<file path="config.mk">
export PLATFORM = sky130hd
export DESIGN_NAME = stack_datapath_flat
export DESIGN_NICKNAME = d
export VERILOG_FILES = /design/src/rtl/stack_pkg.sv /design/src/rtl/stack_datapath_if.sv /design/src/rtl/stack_regfile.sv /design/src/rtl/stack_datapath.sv /design/src/flat_wrapper.sv
export SDC_FILE = /design/constraint.sdc
export NUM_CORES = 1
export LEC_CHECK = 0
export ABC_AREA = 1
export CAP_MARGIN = 20
export CORE_ASPECT_RATIO = 1.25
export CORE_MARGIN = 2
export CORE_UTILIZATION = 50
export CTS_CLUSTER_DIAMETER = 120
export DETAILED_ROUTE_END_ITERATION = 7
export PLACE_DENSITY = 0.71
export SYNTH_ARGS = -nofsm -noshare
export SYNTH_HDL_FRONTEND = slang
export SYNTH_SLANG_ARGS = --single-unit
</file>
<file path="constraint.sdc">
create_clock -name clk -period 2 [get_ports clk]
set_input_delay 0.4 -clock clk [delete_from_list [all_inputs] [get_ports clk]]
set_output_delay 0.4 -clock clk [all_outputs]
set_load 0.03 [all_outputs]
</file>
<file path="src/rtl/stack_pkg.sv">
// Shared constants for the 8-Queen solver stack: entry width, depth and
// occupancy-counter width. Also used by the stack controller and the solver
// datapath.
package stack_pkg;
  localparam int DATA_W     = 4;
  localparam int DEPTH_LOG2 = 3;
  localparam int DEPTH      = 1 << DEPTH_LOG2;
  localparam int COUNT_W    = DEPTH_LOG2 + 1;

  typedef logic [DATA_W-1:0]     entry_t;
  typedef logic [COUNT_W-1:0]    count_t;
  typedef logic [DEPTH_LOG2-1:0] addr_t;
endpackage

</file>
<file path="src/rtl/stack_datapath_if.sv">
// Bus between the stack controller (master) and the stack datapath (slave).
//   push/pop/din             : request side, driven by the controller
//   dout/dout_valid/top      : data returned to the controller/solver
//   count/msb/zero/proto_err : occupancy and status
interface stack_datapath_if;
  import stack_pkg::*;

  logic   push;
  logic   pop;
  entry_t din;
  entry_t dout;
  logic   dout_valid;
  entry_t top;
  count_t count;
  logic   msb;
  logic   zero;
  logic   proto_err;

  modport master (
    output push, pop, din,
    input  dout, dout_valid, top, count, msb, zero, proto_err
  );

  modport slave (
    input  push, pop, din,
    output dout, dout_valid, top, count, msb, zero, proto_err
  );
endinterface

</file>
<file path="src/rtl/stack_regfile.sv">
// DEPTH x DATA_W register array for the stack entries.
//   clk              : rising-edge clock
//   we/waddr/wdata   : synchronous write port
//   raddr_a/rdata_a  : asynchronous read (current top, count-1)
//   raddr_b/rdata_b  : asynchronous read (entry below top, count-2)
// Contents are intentionally not reset.
module stack_regfile
  import stack_pkg::*;
(
  input  logic   clk,
  input  logic   we,
  input  addr_t  waddr,
  input  entry_t wdata,
  input  addr_t  raddr_a,
  output entry_t rdata_a,
  input  addr_t  raddr_b,
  output entry_t rdata_b
);

  entry_t mem [DEPTH];

  always_ff @(posedge clk) begin
    if (we) mem[waddr] <= wdata;
  end

  assign rdata_a = mem[raddr_a];
  assign rdata_b = mem[raddr_b];

endmodule

</file>
<file path="src/rtl/stack_datapath.sv">
// Pointer, status flags and output registers of the solver LIFO.
//   clk   : rising-edge clock
//   reset : synchronous, active-low
//   bus   : slave side of stack_datapath_if (push/pop/din in;
//           dout/dout_valid/top/count/msb/zero/proto_err out)
module stack_datapath
  import stack_pkg::*;
(
  input  logic             clk,
  input  logic             reset,
  stack_datapath_if.slave  bus
);

  count_t count_q;
  entry_t dout_q;
  logic   dout_valid_q;
  entry_t top_q;
  logic   proto_err_q;

  logic   full;
  logic   empty;
  logic   push_ok;
  logic   pop_ok;
  logic   req_err;
  count_t count_m1;
  count_t count_m2;
  entry_t rd_top;
  entry_t rd_below;

  assign full  = count_q[DEPTH_LOG2];
  assign empty = (count_q == '0);

  assign push_ok = bus.push & ~bus.pop & ~full;
  assign pop_ok  = bus.pop & ~bus.push & ~empty;
  assign req_err = (bus.push & bus.pop)
                 | (bus.push & ~bus.pop & full)
                 | (bus.pop & ~bus.push & empty);

  assign count_m1 = count_q - count_t'(1);
  assign count_m2 = count_q - count_t'(2);

  // Write is gated by reset so a push coinciding with reset leaves no trace.
  stack_regfile u_regfile (
    .clk     (clk),
    .we      (push_ok & reset),
    .waddr   (count_q[DEPTH_LOG2-1:0]),
    .wdata   (bus.din),
    .raddr_a (count_m1[DEPTH_LOG2-1:0]),
    .rdata_a (rd_top),
    .raddr_b (count_m2[DEPTH_LOG2-1:0]),
    .rdata_b (rd_below)
  );

  always_ff @(posedge clk) begin
    if (!reset) begin
      count_q      <= '0;
      dout_q       <= '0;
      dout_valid_q <= 1'b0;
      top_q        <= '0;
      proto_err_q  <= 1'b0;
    end else begin
      dout_valid_q <= 1'b0;
      if (req_err) proto_err_q <= 1'b1;
      if (push_ok) begin
        count_q <= count_q + count_t'(1);
        top_q   <= bus.din;
      end else if (pop_ok) begin
        count_q      <= count_m1;
        dout_q       <= rd_top;
        dout_valid_q <= 1'b1;
        // Popping the last entry leaves nothing to peek at.
        top_q        <= (count_q >= count_t'(2)) ? rd_below : '0;
      end
    end
  end

  assign bus.count      = count_q;
  assign bus.msb        = full;
  assign bus.zero       = empty;
  assign bus.dout       = dout_q;
  assign bus.dout_valid = dout_valid_q;
  assign bus.top        = top_q;
  assign bus.proto_err  = proto_err_q;

endmodule

</file>
<file path="src/flat_wrapper.sv">
// flat-port wrapper written by rule: the top's interface ports become plain ports
module stack_datapath_flat import stack_pkg::*;
  (clk, reset, bus_push, bus_pop, bus_din, bus_dout, bus_dout_valid, bus_top, bus_count, bus_msb, bus_zero, bus_proto_err);
  stack_datapath_if bus_i ();
  input  logic clk;
  input  logic reset;
  input wire logic [$bits(bus_i.push)-1:0] bus_push;
  input wire logic [$bits(bus_i.pop)-1:0] bus_pop;
  input wire logic [$bits(bus_i.din)-1:0] bus_din;
  output wire logic [$bits(bus_i.dout)-1:0] bus_dout;
  output wire logic [$bits(bus_i.dout_valid)-1:0] bus_dout_valid;
  output wire logic [$bits(bus_i.top)-1:0] bus_top;
  output wire logic [$bits(bus_i.count)-1:0] bus_count;
  output wire logic [$bits(bus_i.msb)-1:0] bus_msb;
  output wire logic [$bits(bus_i.zero)-1:0] bus_zero;
  output wire logic [$bits(bus_i.proto_err)-1:0] bus_proto_err;
  assign bus_i.push = bus_push;
  assign bus_i.pop = bus_pop;
  assign bus_i.din = bus_din;
  assign bus_dout = bus_i.dout;
  assign bus_dout_valid = bus_i.dout_valid;
  assign bus_top = bus_i.top;
  assign bus_count = bus_i.count;
  assign bus_msb = bus_i.msb;
  assign bus_zero = bus_i.zero;
  assign bus_proto_err = bus_i.proto_err;
  stack_datapath u_core (.clk(clk), .reset(reset), .bus(bus_i));
endmodule
</file>
# After elaboration in Yosys (flattened, before gate mapping)
# Memories as Yosys holds them, arrays and structs flattened. A register that Yosys moved wholly into a read port is not among the register bits.
# Cells that the tools add are included.
dict set report totals {
  regBits 10
  ram_bits 32
  input_bits 8
  out_inout_bits 16
  word_cells 38
  memories 1
}
dict set report classes {
  addsub 3
  n_lt_le_gt_ge 1
  n_mux 8
  bitwise 16
  n_reduce_logical 5
}
# name words width rd rd_ports_with_merged_regs wr line
set memory_table {}
lappend memory_table {u_core.u_regfile.mem 8 4 2 1 1 stack_regfile.sv:20} ;# entry_t mem [DEPTH];
# cell count
set op_table {}
lappend op_table {{$mux W4} 5}
lappend op_table {{$and A1 B1 Y1} 8}
lappend op_table {{$not A1 Y1} 6}
lappend op_table {{$add A4 B1 Y4 const B} 1}
lappend op_table {{$ge A4 B2 Y1 const B} 1}
lappend op_table {{$logic_not A4 Y1} 1}
lappend op_table {{$sub A4 B1 Y4 const B} 1}
lappend op_table {{$mux W1} 3}
lappend op_table {{$sub A3 B2 Y3 const B} 1}
lappend op_table {{$or A1 B1 Y1} 2}
lappend op_table {{$reduce_and A2 Y1} 1}
lappend op_table {{$reduce_bool A2 Y1} 1}
lappend op_table {{$reduce_or A2 Y1} 1}
lappend op_table {{$logic_not A1 Y1} 1}

# Logic depth before layout (Yosys ltp)
dict set report depth {
  word_depth 6
  depth_mapped 12
  ltp_nobuf 8
}

# Modules after synthesis
# From an unflattened synthesis, not the netlist that was laid out.
dict set report hier_totals {
  cells_unflattened 346
  hier_area_um2 2688.8
}
# mod instances cells_per_inst area_each_um2 seq_area_each_um2
set by_module_without_submodules {}
lappend by_module_without_submodules {stack_regfile 1 231 1845.5 960.9}
lappend by_module_without_submodules {stack_datapath 1 115 843.3 280.3}

# Worst setup path before layout
# Ideal clock, no wire load.
dict set report synth_timing {
  path_kind {register to register}
  start {register u_core.count_q[1] (netlist: u_core.bus.count[1])}
  end {register u_core.dout_q[0] (netlist: u_core.bus.dout[0]), read port of u_core.u_regfile.mem}
  setup_ns 0.132
  arrival_time_ns 1.909
  t_required_ns 1.868
  slack_ns -0.041
  path_stages_with_launch 9
  path_buffers 1
  synth_period_minus_slack_ns 2.041
  cell_sequence {dfxtp_1 > clkinv_1 > ha_1 > clkbuf_1 > nand3_1 > nand2_1 > nand2_1 > nand3_1 > a21oi_1}
}
dict set report synth_via {
  elab_chain_cells 4
  word_cells_on_any_way 5
  classes_between {1 x add/sub; 2 x bitwise; 2 x reduce/logical}
}
# item line
set synth_rtl {}
lappend synth_rtl {{from (decl)} stack_datapath.sv:14} ;# count_t count_q;
lappend synth_rtl {{from (signal assigned)} stack_datapath.sv:65} ;# count_q <= count_q + count_t'(1);
lappend synth_rtl {{from (signal assigned)} stack_datapath.sv:68} ;# count_q <= count_m1;
lappend synth_rtl {{parallel branches: the longest is 4 deep, another holds $sub A4 B1 Y4} n/a}
lappend synth_rtl {{to (decl)} stack_datapath.sv:15} ;# entry_t dout_q;
# Parallel ways; which one is timed is not known.
# A chain may end at the register's enable or synchronous reset.

# Final worst setup path
dict set report layout_timing {
  start {register u_core.count_q[3] (netlist: u_core.bus.count[3])}
  end {output bus_count[3]}
}
# item line
set layout_rtl {}
lappend layout_rtl {{to (decl)} flat_wrapper.sv:13} ;# output wire logic [$bits(bus_i.count)-1:0] bus_count;
# No word-level cell between the ends.

==> impl_metrics.py <==
metrics = {
    "clock_tree": {
        "cts_tree": "yes",
        "root_buffer": "clkbuf_8",
        "cts-htree-levels": 2,
        "clock_path_buffers": 2,
        "cts_buffers": 5,
        "cts.sinks": 46,
        "worstSkewPairLatency_ns": 0.30,
        "clk_pin_slew_ns": 0.09,
        "ctsHoldBuffers": 0,
    },
    "hold_path": {
        "hold_path.class": "reg -> reg",
        "worstHoldStart": "u_core.bus.dout[0]",
        "hold_end": "u_core.bus.dout[0]",
        "min_path_cells": 2,
    },
    "yosys": {
        "yosys_warnings": 0,
        "synthArstFlopShare": 0,
        "yosys-top-cells-area": "edfxtp_1 39%, nand2_1 16%, dfxtp_1 11%",
        "syn_avg_cell_area_um2": 7.92,
        "ys_types": 22,
        "synth_largest_area_cell": "edfxtp_1",
        "synth_top_area_share": 0.386,
        "ys_seq_elements": 46,
        "synthTopCellsByCount": "106 x nand2_1, 50 x nand3_1, 40 x inv_1",
        "synthMostInstantiatedCell": "nand2_1",
        "synth_edf_count": 32,
        "syn_area_um2": 2490,
        "synth_ff_type": "edfxtp_1",
        "ys_seq_area_frac": 0.499,
        "syn_nets": 330,
        "synth_cells": 314,
    },
    "sta": {
        "tightest_slew_ns": 0.435,
        "period_minus_slack_ns": 1.90,
        "setup_viol": 0,
        "hold_viol": 0,
        "fmax_mhz": 527,
        "skew_ns": 0.00563,
        "final-max-slew-violation-count": 0,
        "relSlewSlack": 0.709,
        "period_share": 0.948,
        "tns_ns": 0,
        "rsz0062_at_grt": "no",
    },
    "routing": {
        "detail-route-antenna-nets": 0,
        "via_count": 2047,
        "drt-pass1-iter-count": 4,
        "drc_errors": 0,
        "wl_per_cell_um": 13.7,
        "drt_iter0_markers": 135,
        "via_per_inst": 5.08,
        "drt-total-wl_um": 5530,
    },
    "global_route": {
        "grt_max_degree": 40,
        "grtUsageMet3": 0.0434,
        "grt_pass1_wl_um": 9410,
        "grt_busiest_layer": "met2",
        "antenna_found_initial": 0,
        "grt_use_total": 0.222,
        "grt_pass1_vias": 1971,
        "met2_usage": 0.351,
        "grt_util_met1": 0.304,
        "overflow": 0,
    },
    "critical_path": {
        "path_cells": "clkdlybuf4s50_1",
        "max_stage_delay_ns": 0.73,
        "cp_slowest_cell": "clkdlybuf4s50_1",
        "required_ns": 1.60,
        "crit_arrival_ns": 1.50,
        "path_buf_inv": 1,
        "cp_max_fo": 6,
        "crit-reg2reg-capture": "u_core.bus.top[2]",
        "reg2regPathDepth": 8,
        "reg2reg_setup_slack_ns": 0.29,
        "path_delay_family": "buffers and inverters",
        "crit_path_start_kind": "register",
        "critical_path_class": "reg -> out",
        "endpoint_kind": "output pin",
        "r2r_start": "u_core.bus.count[0]",
    },
    "die": {
        "initial_core_util": 0.522,
        "die_area_um2": 5560,
        "die_h_um": 82.9,
        "rows": 28,
        "die_w_um": 67.1,
        "io-pin-count": 24,
        "design.core.area_um2": 4760,
    },
    "final_layout": {
        "diodes": 0,
        "area_growth_pct": 15.6,
        "final_core_util": 0.603,
        "nFillCells": 472,
        "drive_gt1_frac": 0.0787,
        "fin_nets": 358,
    },
    "power": {
        "p_total_uw": 2460,
        "p_leak_uw": 0.00128,
        "p_per_area_nw_per_um2": 856,
        "irDropWorstVdd_v": 0.000556,
    },
    "placed_design": {
        "dp_hpwl_um": 4080,
        "io_buffers": 23,
        "gp_congestion": 0.852,
    },
    "run": {
        "drv_cap": 0,
    },
    "run_status": {
        "status": "finished, final reports clean",
    },
}
kinds of logic after synthesis:
family,count (synthesis),share of synthesized area
AO/OA/AOI/OAI,18,0.0362
adder cells (fa/ha/maj),8,0.0402
XOR/XNOR,3,0.0106
buffers and inverters,56,0.104
AND/OR/NAND/NOR,183,0.310
flip-flops,46,0.499
how the worst max path moves through the flow:
stage | from | to | slack [ns] | cells past startpoint
detailed placement | bus_pop | u_core.u_regfile.mem[0][0] | -0.02 | 6
global route | u_core.bus.count[3] | bus_count[3] | 0.05 | 1
finish | u_core.bus.count[3] | bus_count[3] | 0.10 | 1
CTS | u_core.bus.count[1] | bus_count[1] | 0.009 | 2
global placement | bus_pop | u_core.u_regfile.mem[0][1] | 0.04 | 6
floorplan | u_core.bus.count[1] | u_core.bus.dout[0] | 0.1 | 8
cell usage in the layout, fill, tap and decap left out:
cell             count
dlygate4sd2_1        1
inv_6                1
edfxtp_1            32
dfxtp_1             13
clkinvlp_4           1
nor3_1               2
nand3_1             50
nor2_1              19
ha_1                 8
nor2_4               1
inv_1               40
and2_1               1
nand2_2              2
clkinv_1             1
dlymetal6s2s_1       1
clkbuf_8             5
xnor2_1              1
or2_2                2
a21oi_1             13
nand2_1            106
inv_2                1
dfxtp_2              1
o21ai_0              5
xor2_1               2
clkdlybuf4s50_1     21
buf_4               12
clkinv_2             1
where the power goes:
part,switching [µW],internal [µW],total [µW],leakage (µW)
combinational,517,287,805,0.000833
sequential,29.8,1060,1090,0.000403
clock,322,246,568,0.0000422
final cells by class:
cell class | instances | area (µm²) | area share
sequential | 46 | 1240 | 0.432
multi-input combinational | 212 | 988 | 0.344
tap | 60 | 75.1 | 0.0261
timing repair buffer | 35 | 322 | 0.112
inverter | 42 | 159 | 0.0553
clock inverter | 3 | 20.0 | 0.00696
clock buffer | 5 | 68.8 | 0.0239
timing repair:
item,CTS,global route
hold endpoints to repair,0,0
endpoints found under the setup margin,1,1
setup buffers,0,0
cloned,0,0
gates resized for setup,1,1
per-stage QoR:
step / hold slack, ns / instance area, µm² / setup slack, ns / cells
finish: 0.467 / 2880 / 0.104 / 403
detailed placement: 0.458 / 2790 / -0.0163 / 395
floorplan: 0.499 / 2490 / 0.0978 / 314
CTS: 0.471 / 2870 / 0.00917 / 403
global route: 0.487 / 2880 / 0.0515 / 403
global placement: 0.453 / 2790 / 0.0381 / 395
flip-flops by register name (all words and copies together) (netlist names):
signal                 flops
u_core.u_regfile.mem      32
u_core.bus.count           4
u_core.bus.dout            4
u_core.bus.top             4
u_core.bus.dout_valid      1
u_core.bus.proto_err       1
metal layers:
metal,vias up,part of all wire,wire length [µm]
li1,1049,-,-
met1,935,0.45,2480
met2,55,0.50,2770
met3,8,0.037,204
met4,0,0.014,76
met5,-,0,0
(Power assumes the default switching activity.)
